--- src/rtl/data_mem_responder_if.sv ---
// Bus between the EX/MEM stage (master) and the data memory responder (slave).
interface data_mem_responder_if;
  logic        MemRead;
  logic        MemWrite;
  logic [31:0] Addr;
  logic [31:0] WData;
  logic [31:0] RData;
  logic        Ready;
  logic        Stall;
  logic        AddrErr;
  logic [7:0]  ErrCount;

  modport master (
    output MemRead, MemWrite, Addr, WData,
    input  RData, Ready, Stall, AddrErr, ErrCount
  );

  modport slave (
    input  MemRead, MemWrite, Addr, WData,
    output RData, Ready, Stall, AddrErr, ErrCount
  );
endinterface

--- src/rtl/data_mem_responder.sv ---
// Fixed-latency word data memory with IDLE/BUSY/DONE handshake, pipeline
// stall generation and a saturating count of rejected requests.
module data_mem_responder #(
  parameter int DEPTH_WORDS = 64,
  parameter int LATENCY     = 2
) (
  input  logic                 Clk,
  input  logic                 Rst,
  data_mem_responder_if.slave  mem_io
);

  localparam int         IDX_W    = $clog2(DEPTH_WORDS);
  localparam logic [3:0] CNT_LOAD = 4'(LATENCY - 1);

  localparam logic [1:0] IDLE = 2'd0;
  localparam logic [1:0] BUSY = 2'd1;
  localparam logic [1:0] DONE = 2'd2;

  // Increment that sticks at the top of the 8-bit range.
  function automatic logic [7:0] sat_inc8(input logic [7:0] v);
    sat_inc8 = (v == 8'hFF) ? v : v + 8'd1;
  endfunction

  logic [1:0]       state_q, state_d;
  logic [3:0]       cnt_q, cnt_d;
  logic             op_wr_q;
  logic [IDX_W-1:0] idx_q;
  logic [31:0]      wdata_q;
  logic [31:0]      rdata_q;
  logic             ready_q;
  logic [7:0]       errcnt_q;
  logic [31:0]      mem_q [DEPTH_WORDS];

  logic req_any, req_ok, accept, reject, access;

  // Request qualification: only IDLE looks at the inputs, and nothing is
  // flagged while reset is held.
  always_comb begin
    req_any = mem_io.MemRead | mem_io.MemWrite;
    req_ok  = (mem_io.MemRead ^ mem_io.MemWrite) &&
              (mem_io.Addr[1:0] == 2'b00) &&
              (mem_io.Addr[31:2] < 30'(DEPTH_WORDS));
    accept  = (state_q == IDLE) && req_ok && !Rst;
    reject  = (state_q == IDLE) && req_any && !req_ok && !Rst;
    access  = (state_q == BUSY) && (cnt_q == 4'd0);
  end

  // Next-state and wait-counter logic.
  always_comb begin
    state_d = state_q;
    cnt_d   = cnt_q;
    case (state_q)
      IDLE: begin
        if (accept) begin
          state_d = BUSY;
          cnt_d   = CNT_LOAD;
        end
      end
      BUSY: begin
        if (cnt_q == 4'd0) state_d = DONE;
        else               cnt_d   = cnt_q - 4'd1;
      end
      DONE:    state_d = IDLE;
      default: state_d = IDLE;
    endcase
  end

  // Control state, completion pulse and error counter.
  always_ff @(posedge Clk or posedge Rst) begin
    if (Rst) begin
      state_q  <= IDLE;
      cnt_q    <= 4'd0;
      ready_q  <= 1'b0;
      errcnt_q <= 8'd0;
    end else begin
      state_q  <= state_d;
      cnt_q    <= cnt_d;
      ready_q  <= access;
      if (reject) errcnt_q <= sat_inc8(errcnt_q);
    end
  end

  // Capture of the accepted request; later input changes are ignored.
  always_ff @(posedge Clk) begin
    if (accept) begin
      op_wr_q <= mem_io.MemWrite;
      idx_q   <= mem_io.Addr[IDX_W+1:2];
      wdata_q <= mem_io.WData;
    end
  end

  // Storage array and read register; the access happens only on BUSY->DONE,
  // so a reset during BUSY drops a pending write.
  always_ff @(posedge Clk or posedge Rst) begin
    if (Rst) begin
      rdata_q <= 32'd0;
      for (int i = 0; i < DEPTH_WORDS; i++) mem_q[i] <= 32'd0;
    end else if (access) begin
      if (op_wr_q) mem_q[idx_q] <= wdata_q;
      else         rdata_q      <= mem_q[idx_q];
    end
  end

  assign mem_io.RData    = rdata_q;
  assign mem_io.Ready    = ready_q;
  assign mem_io.Stall    = accept || ((state_q == BUSY) && !Rst);
  assign mem_io.AddrErr  = reject;
  assign mem_io.ErrCount = errcnt_q;

endmodule

--- src/flat_wrapper.sv ---
// flat-port wrapper written by rule: the top's interface ports become plain ports
module data_mem_responder_flat 
#(
  parameter int DEPTH_WORDS = 64,
  parameter int LATENCY     = 2
)
  (Clk, Rst, mem_io_MemRead, mem_io_MemWrite, mem_io_Addr, mem_io_WData, mem_io_RData, mem_io_Ready, mem_io_Stall, mem_io_AddrErr, mem_io_ErrCount);
  data_mem_responder_if mem_io_i ();
  input  logic Clk;
  input  logic Rst;
  input wire logic [$bits(mem_io_i.MemRead)-1:0] mem_io_MemRead;
  input wire logic [$bits(mem_io_i.MemWrite)-1:0] mem_io_MemWrite;
  input wire logic [$bits(mem_io_i.Addr)-1:0] mem_io_Addr;
  input wire logic [$bits(mem_io_i.WData)-1:0] mem_io_WData;
  output wire logic [$bits(mem_io_i.RData)-1:0] mem_io_RData;
  output wire logic [$bits(mem_io_i.Ready)-1:0] mem_io_Ready;
  output wire logic [$bits(mem_io_i.Stall)-1:0] mem_io_Stall;
  output wire logic [$bits(mem_io_i.AddrErr)-1:0] mem_io_AddrErr;
  output wire logic [$bits(mem_io_i.ErrCount)-1:0] mem_io_ErrCount;
  assign mem_io_i.MemRead = mem_io_MemRead;
  assign mem_io_i.MemWrite = mem_io_MemWrite;
  assign mem_io_i.Addr = mem_io_Addr;
  assign mem_io_i.WData = mem_io_WData;
  assign mem_io_RData = mem_io_i.RData;
  assign mem_io_Ready = mem_io_i.Ready;
  assign mem_io_Stall = mem_io_i.Stall;
  assign mem_io_AddrErr = mem_io_i.AddrErr;
  assign mem_io_ErrCount = mem_io_i.ErrCount;
  data_mem_responder #(.DEPTH_WORDS(DEPTH_WORDS), .LATENCY(LATENCY)) u_core (.Clk(Clk), .Rst(Rst), .mem_io(mem_io_i));
endmodule
--- config.mk ---
export PLATFORM = sky130hd
export DESIGN_NAME = data_mem_responder_flat
export DESIGN_NICKNAME = d
export VERILOG_FILES = /design/src/rtl/data_mem_responder_if.sv /design/src/rtl/data_mem_responder.sv /design/src/flat_wrapper.sv
export SDC_FILE = /design/constraint.sdc
export NUM_CORES = 2
export LEC_CHECK = 0
export ABC_AREA = 1
export CORE_MARGIN = 4
export CORE_UTILIZATION = 45
export CTS_CLUSTER_DIAMETER = 30
export CTS_CLUSTER_SIZE = 28
export DETAILED_ROUTE_END_ITERATION = 8
export PLACE_DENSITY = 0.71
export SLEW_MARGIN = 30
export SYNTH_ARGS = -nofsm -noshare
export SYNTH_HDL_FRONTEND = slang
export SYNTH_SLANG_ARGS = --single-unit
--- constraint.sdc ---
create_clock -name Clk -period 71.2 [get_ports Clk]
set_input_delay 7.12 -clock Clk [delete_from_list [all_inputs] [get_ports Clk]]
set_output_delay 7.12 -clock Clk [all_outputs]
set_load 0.05 [all_outputs]
# After elaboration in Yosys (flattened, before gate mapping)
# Index checks and enable logic that the tools add are counted.
[totals]
output_inout_bits = 43
register_bits = 2134
input_bits = 68
[op_classes]
eq_ne = 5
muxes = 12
n_lt_le_gt_ge = 3
n_reduce_logical = 22
n_addsub = 2
n_bitwise = 5
[ops]
columns = ["operator", "count"]
rows = [
  ["2048-bit bitwise mux", 1],
  ["32-bit binary-select mux with 6-bit select", 1],
  ["32-bit demux with 6-bit select", 1],
  ["32-bit two-way mux", 3],
  ["30-bit by 7-bit < comparator with 1-bit output, second input constant", 1],
  ["1-bit logical AND", 10],
  ["8-bit by 1-bit adder with 8-bit output, second input constant", 1],
  ["8-bit == test, second input constant", 1],
  ["4-bit two-way mux", 2],
  ["4-bit case mux with 2 select lines", 1],
  ["2-bit AND reduction", 4],
  ["7-bit >= comparator, second input constant", 1],
  ["7-bit by 1-bit < comparator with 1-bit output, second input constant", 1],
  ["6-bit NOT with 7-bit output", 1],
  ["2-bit logical NOT", 2],
  ["4-bit logical NOT", 1],
  ["2-bit two-way mux", 2],
  ["2-bit != test, second input constant", 2],
  ["2-bit case mux with 2 select lines", 1],
  ["4-bit by 1-bit subtractor with 4-bit output, second input constant", 1],
  ["3-bit AND reduction", 1],
  ["2-bit by 1-bit == test with 1-bit output, second input constant", 1],
  ["1-bit logical NOT", 2],
  ["2-bit by 1-bit != test with 1-bit output, second input constant", 1],
  ["other kinds (5)", 6],
]

# Logic depth before layout (Yosys ltp)
[logic_depth]
depth_word = 7
depth_mapped = 14

# Worst setup path before layout
# No wires, ideal clock.
[synth_path]
kind = "input port to output port"
startpoint = "input Rst"
endpoint = "output mem_io_Stall"
n_path_buf = 0
slack_ns = 7.343
stages = 5
required_time_ns = 64.080
arrival_ns = 56.737
cell_sequence = "inv_1 -> nand2_1 -> nor2_1 -> inv_1 -> a21oi_1"
[synth_via]
elab_chain_cells = 3
[synth_rtl]
columns = ["item", "line", "text"]
rows = [
  ["from (decl)", "flat_wrapper.sv:10", "input logic Rst;"],
  ["1-bit logical NOT", "data_mem_responder.sv:43", "accept = (state_q == IDLE) && req_ok && !Rst;"],
  ["1-bit logical AND", "data_mem_responder.sv:43", ""],
  ["via u_core.accept", "data_mem_responder.sv:34", "logic req_any, req_ok, accept, reject, access;"],
  ["1-bit logical OR", "data_mem_responder.sv:106", "assign mem_io.Stall = accept || ((state_q == BUSY) && !Rst);"],
  ["to (decl)", "flat_wrapper.sv:17", "output wire logic [$bits(mem_io_i.Stall)-1:0] mem_io_Stall;"],
]
# The timed path passes the listed nets, and every way through them passes these cells.

# Worst setup path in the final report
[layout_path]
startpoint = "input Rst"
endpoint = "output mem_io_AddrErr"
[layout_via]
elab_chain_cells = 2
[layout_rtl]
columns = ["item", "line", "text"]
rows = [
  ["1-bit logical NOT", "data_mem_responder.sv:44", "reject = (state_q == IDLE) && req_any && !req_ok && !Rst;"],
  ["1-bit logical AND", "data_mem_responder.sv:44", ""],
  ["to (decl)", "flat_wrapper.sv:18", "output wire logic [$bits(mem_io_i.AddrErr)-1:0] mem_io_AddrErr;"],
]
# No other way between the ends.

==> parameters.txt <==
Parameter                              Value

Run status
  Run status ... complete, but fails checks
  Failing checks ... design-rule violations

Power and ir drop
  Switching share of power ... 20.2%
  Part of the power in combinational logic ... ~1.1%
  Part of the power in the clock network ... between 60 and 70%
  Peak supply drop ... about 0.025 mV
  Switch Pwr ... ~0.71 mW
  Internal cell power ... 2.81 mW
  Fraction of power consumed by sequential logic ... a little over a third
  Pwr Density ... a little under 30 nW/um^2
  Leakage power ... between 50 and 60 nW

GRT
  Wire length of the first global-routing pass ... roughly 470,000 um
  Largest net degree at the start of global routing ... 205
  Global router's overall resource usage ... 26.2%
  Antenna violations before repair ... 18
  Number of global-route vias before repair ... between 80,000 and 90,000
  Global route total overflow ... 0

Detailed routing
  Number of design-rule violations left by the first detailed-router iteration ... just under 10,000
  Via-per-instance ratio ... 5.26
  Count of unresolved DRC violations after routing ... 4
  Via count ... 85,500
  Final ANT Viol Nets ... 0
  First drt pass iteration count ... 9
  Avg WL per Cell ... 18.7 um
  Drt total wl ... about 300,000 um

Worst setup path
  Largest stage delay, worst path ... roughly 0.95 ns
  Most frequent cell on the critical path ... sky130_fd_sc_hd__clkdlybuf4s50_1
  Crit path max-delay cell type ... sky130_fd_sc_hd__clkdlybuf4s50_1
  Worst-path cell chain ... clkdlybuf4s50_1 > inv_8 > nand2_1 > nor2_1 > a21boi_1 > clkdlybuf4s50_1
  Critical path buffer and inverter count ... 3
  Arrival @ worst endpoint ... 10.17 ns
  Cell family contributing the most delay on the critical path ... buffers and inverters
  Critical path required time ... 64.08 ns
  Critical setup path kind ... primary input to output pin
  Maximum fanout encountered on the critical timing path ... about 110
  Critical Path Sink Type ... output pin
  Critical Path Source Type ... primary input

Finish
  Layout Nets ... between 10,000 and 15,000
  Layout cell share with drive strength beyond 1 ... between 9 and 10%
  Number of filler instances in the final layout ... 19,800
  End-of-flow core utilization ... 54.3%
  Area Overhead vs Synth ... 19.8%

STA
  Final clock period utilization by the worst path ... 24.3%
  Worst slew margin relative to its limit ... approximately 29%
  Unrepaired setup endpoints after global routing ... false
  Slew Viols, Final ... 0
  Post-route minimum period ... ~17 ns
  Final hold violation count ... 0
  Fmax ... between 50 and 60 MHz
  Actual transition at the worst max-transition pin ... about 1.1 ns
  Setup tns final ... 0 ns
  Endpoints failing setup ... 0
  Clock skew ... around 0.10 ns

Yosys
  Synth warnings ... 0
  Post-synthesis cell count ... approximately 13,000
  Yosys top cell area share ... approximately 52%
  Mean post-synth cell area ... ~7.6 sq um
  Post-synth EDFFs ... 39
  Main synth FF type ... sky130_fd_sc_hd__dfrtp_1
  Synth top area cells ... sky130_fd_sc_hd__dfrtp_1, sky130_fd_sc_hd__nand2_1, sky130_fd_sc_hd__o21ai_0
  Fraction of synthesis flops using an asynchronous set or reset pin ... a little over nine tenths
  Post-synth design cell area ... 99,900 sq um
  Sequential area share after synthesis ... a little over half
  Most numerous cell in the Yosys netlist ... sky130_fd_sc_hd__nand2_1
  Nets in the synthesized netlist ... around 13,000
  Most used standard cells in the synthesized netlist ... sky130_fd_sc_hd__nand2_1, sky130_fd_sc_hd__o21ai_0, sky130_fd_sc_hd__dfrtp_1
  Yosys reg bits ... around 2,100
  Post-synth top area cell ... sky130_fd_sc_hd__dfrtp_1
  Count of cell types in the netlist ... 29

Clocking
  Number of buffers added for setup after CTS ... 0
  Number of buffers on the longest clock path ... 4
  Clock network latency to the later pin of the worst-skew pair ... 1.00 ns
  Number of clock buffers inserted by TritonCTS ... around 460
  TritonCTS sink count ... 2,134
  Clock root buffer ... sky130_fd_sc_hd__clkbuf_16
  CTS tree ... yes
  Number of resized instances in the post-cts repair step ... 0
  Number of H-tree levels ... 5
  CTS Hold Bufs ... 0
  Clock transition at the registers of the reported paths ... 0.04 ns

Placement
  Half-perimeter wire length after detailed placement ... between 150,000 and 200,000 um
  Routability congestion estimate from global placement ... 0.848
  Port buffer count ... 110

Floorplan
  Number of standard-cell rows in the floorplan ... between 150 and 200
  Chip width ... ~480 um
  Placeable Area ... roughly 220,000 sq um
  Number of ports placed on the die boundary ... roughly 110
  Die Area ... 230,000 sq um
  Chip Height ... 479 um
  Initial standard-cell utilization of the core ... between 40% and 50%

Min path
  Type of the tightest min-delay check ... flip-flop to flip-flop

Job
  Total of max-cap violations ... 0
## worst paths after layout
kind                            slack [ns]  cells past startpoint                      startpoint                             endpoint
worst max-delay path                 53.91                      6                             Rst                       mem_io_AddrErr
max in group asynchronous            60.37                      7                             Rst       u_core.mem_q[1120]$_DFFE_PP0P_
worst max register to register       64.19                     16       u_core.idx_q[0]$_DFFE_PP_  u_core.mem_io.RData[21]$_DFFE_PP0P_
worst min-delay path                  0.47                      2  u_core.mem_q[1957]$_DFFE_PP0P_       u_core.mem_q[1957]$_DFFE_PP0P_
worst min register to register        0.47                      2  u_core.mem_q[1957]$_DFFE_PP0P_       u_core.mem_q[1957]$_DFFE_PP0P_
min in group asynchronous             6.65                      2                             Rst          u_core.cnt_q[3]$_DFFE_PP0P_
## power by group through the flow
stage	Clock [mW]	Combinational [mW]	Sequential, mW
global placement	0	0.0402	1.24
detailed placement	0	0.0405	1.24
CTS	2.27	0.0406	1.22
global route	2.35	0.0450	1.22
finish	2.26	0.0394	1.22
floorplan	0	0.0206	1.25
## sequential cells by signal, indices dropped and copies added, names as in the netlist
signal / flops
u_core.op_wr_q: 1
u_core.idx_q: 6
u_core.cnt_q: 4
u_core.mem_io.ErrCount: 8
u_core.mem_io.RData: 32
u_core.mem_io.Ready: 1
u_core.wdata_q: 32
u_core.state_q: 2
u_core.mem_q: 2048
## metrics by stage
step	hold slack, ns	cells	area, sq um	worst slack [ns]	power, mW
2_1_floorplan	0.445	13100	99900	4.88	1.27
3_3_place_gp	0.458	15400	103000	53.74	1.28
3_5_place_dp	0.465	15400	103000	53.74	1.28
4_1_cts	0.476	16200	119000	53.68	3.54
5_1_grt	0.490	16200	120000	53.54	3.61
6_report	0.472	16200	120000	53.91	3.52
## worst register-to-register path: cells and delay by family (launching register included)
family | cells | cell delay [ns]
compound gates | 1 | 0.26
simple gates | 7 | 1.62
flops | 1 | 0.31
buf+inv | 8 | 4.68
## cell usage in the layout, fill, tap and decap left out, types with 2 or more instances in the layout
cell                              Yosys  final
sky130_fd_sc_hd__nand2_1           4386   4367
sky130_fd_sc_hd__o21ai_0           2226   2220
sky130_fd_sc_hd__dfrtp_1           2095   2095
sky130_fd_sc_hd__inv_1             1676   1675
sky130_fd_sc_hd__nand3_1            774    774
sky130_fd_sc_hd__clkbuf_16            0    470
sky130_fd_sc_hd__nor2_1             443    439
sky130_fd_sc_hd__o211ai_1           193    193
sky130_fd_sc_hd__buf_4                1    171
sky130_fd_sc_hd__clkdlybuf4s50_1      0    110
sky130_fd_sc_hd__or2_2              102    102
sky130_fd_sc_hd__o21ai_1             86     92
sky130_fd_sc_hd__bufinv_16            0     85
sky130_fd_sc_hd__clkbuf_8             0     77
sky130_fd_sc_hd__clkinv_2             0     72
sky130_fd_sc_hd__nand2_2             47     64
sky130_fd_sc_hd__clkinvlp_4           0     52
sky130_fd_sc_hd__edfxtp_1            39     39
sky130_fd_sc_hd__inv_2                3     35
sky130_fd_sc_hd__clkbuf_1           904     34
sky130_fd_sc_hd__clkinv_4             0     22
sky130_fd_sc_hd__inv_6                0     12
sky130_fd_sc_hd__buf_12               0     12
sky130_fd_sc_hd__nor2_2              11     11
sky130_fd_sc_hd__nor3_2               2      8
sky130_fd_sc_hd__buf_6                0      8
sky130_fd_sc_hd__diode_2              0      6
sky130_fd_sc_hd__xnor2_1              6      6
sky130_fd_sc_hd__buf_16               0      6
sky130_fd_sc_hd__nor2_4               0      4
sky130_fd_sc_hd__nand2_4              1      3
sky130_fd_sc_hd__inv_8                0      3
sky130_fd_sc_hd__nor4_4               3      3
sky130_fd_sc_hd__nand4_1              3      3
sky130_fd_sc_hd__nor3_1               9      3
sky130_fd_sc_hd__xor2_1               3      3
sky130_fd_sc_hd__ha_1                 3      3
sky130_fd_sc_hd__a21oi_1              2      2
## layer usage
layer	wire length (um)	part of all wire, %	up-vias	GRT usage (%)
met5	74	0.024	-	0
met4	11900	3.9	12	10.7
met3	29900	9.9	569	6.18
met2	132000	44	3442	39.5
met1	130000	43	41100	36.5
li1	-	-	40400	-
## kinds of logic (layout without fill, tap and decap cells)
| family | Yosys count | count (layout) | share of synthesized area, % |
|---|---|---|---|
| simple gates | 5781 | 5781 | 23.2 |
| compound gates | 2509 | 2509 | 13.1 |
| flops | 2134 | 2134 | 53.6 |
| fa+ha+maj | 3 | 3 | 0.0376 |
| xor+xnor | 9 | 9 | 0.0789 |
| buf+inv | 2659 | 2846 | 10.0 |
| other cells | 0 | 6 | 0 |
## layout make-up
type                       count  area [sq um]  share of cell area (%)
sequential                  2134         53600                    44.8
multi-input combinational   8302         36400                    30.4
clock buffer                 581         12900                    10.8
inverter                    1713          6450                    5.39
tap                         2958          3700                    3.09
clock inverter               245          3640                    3.04
timing repair buffer         307          2880                    2.41
antenna                        6          15.0                  0.0125
Power figures use the tool's default switching activity.
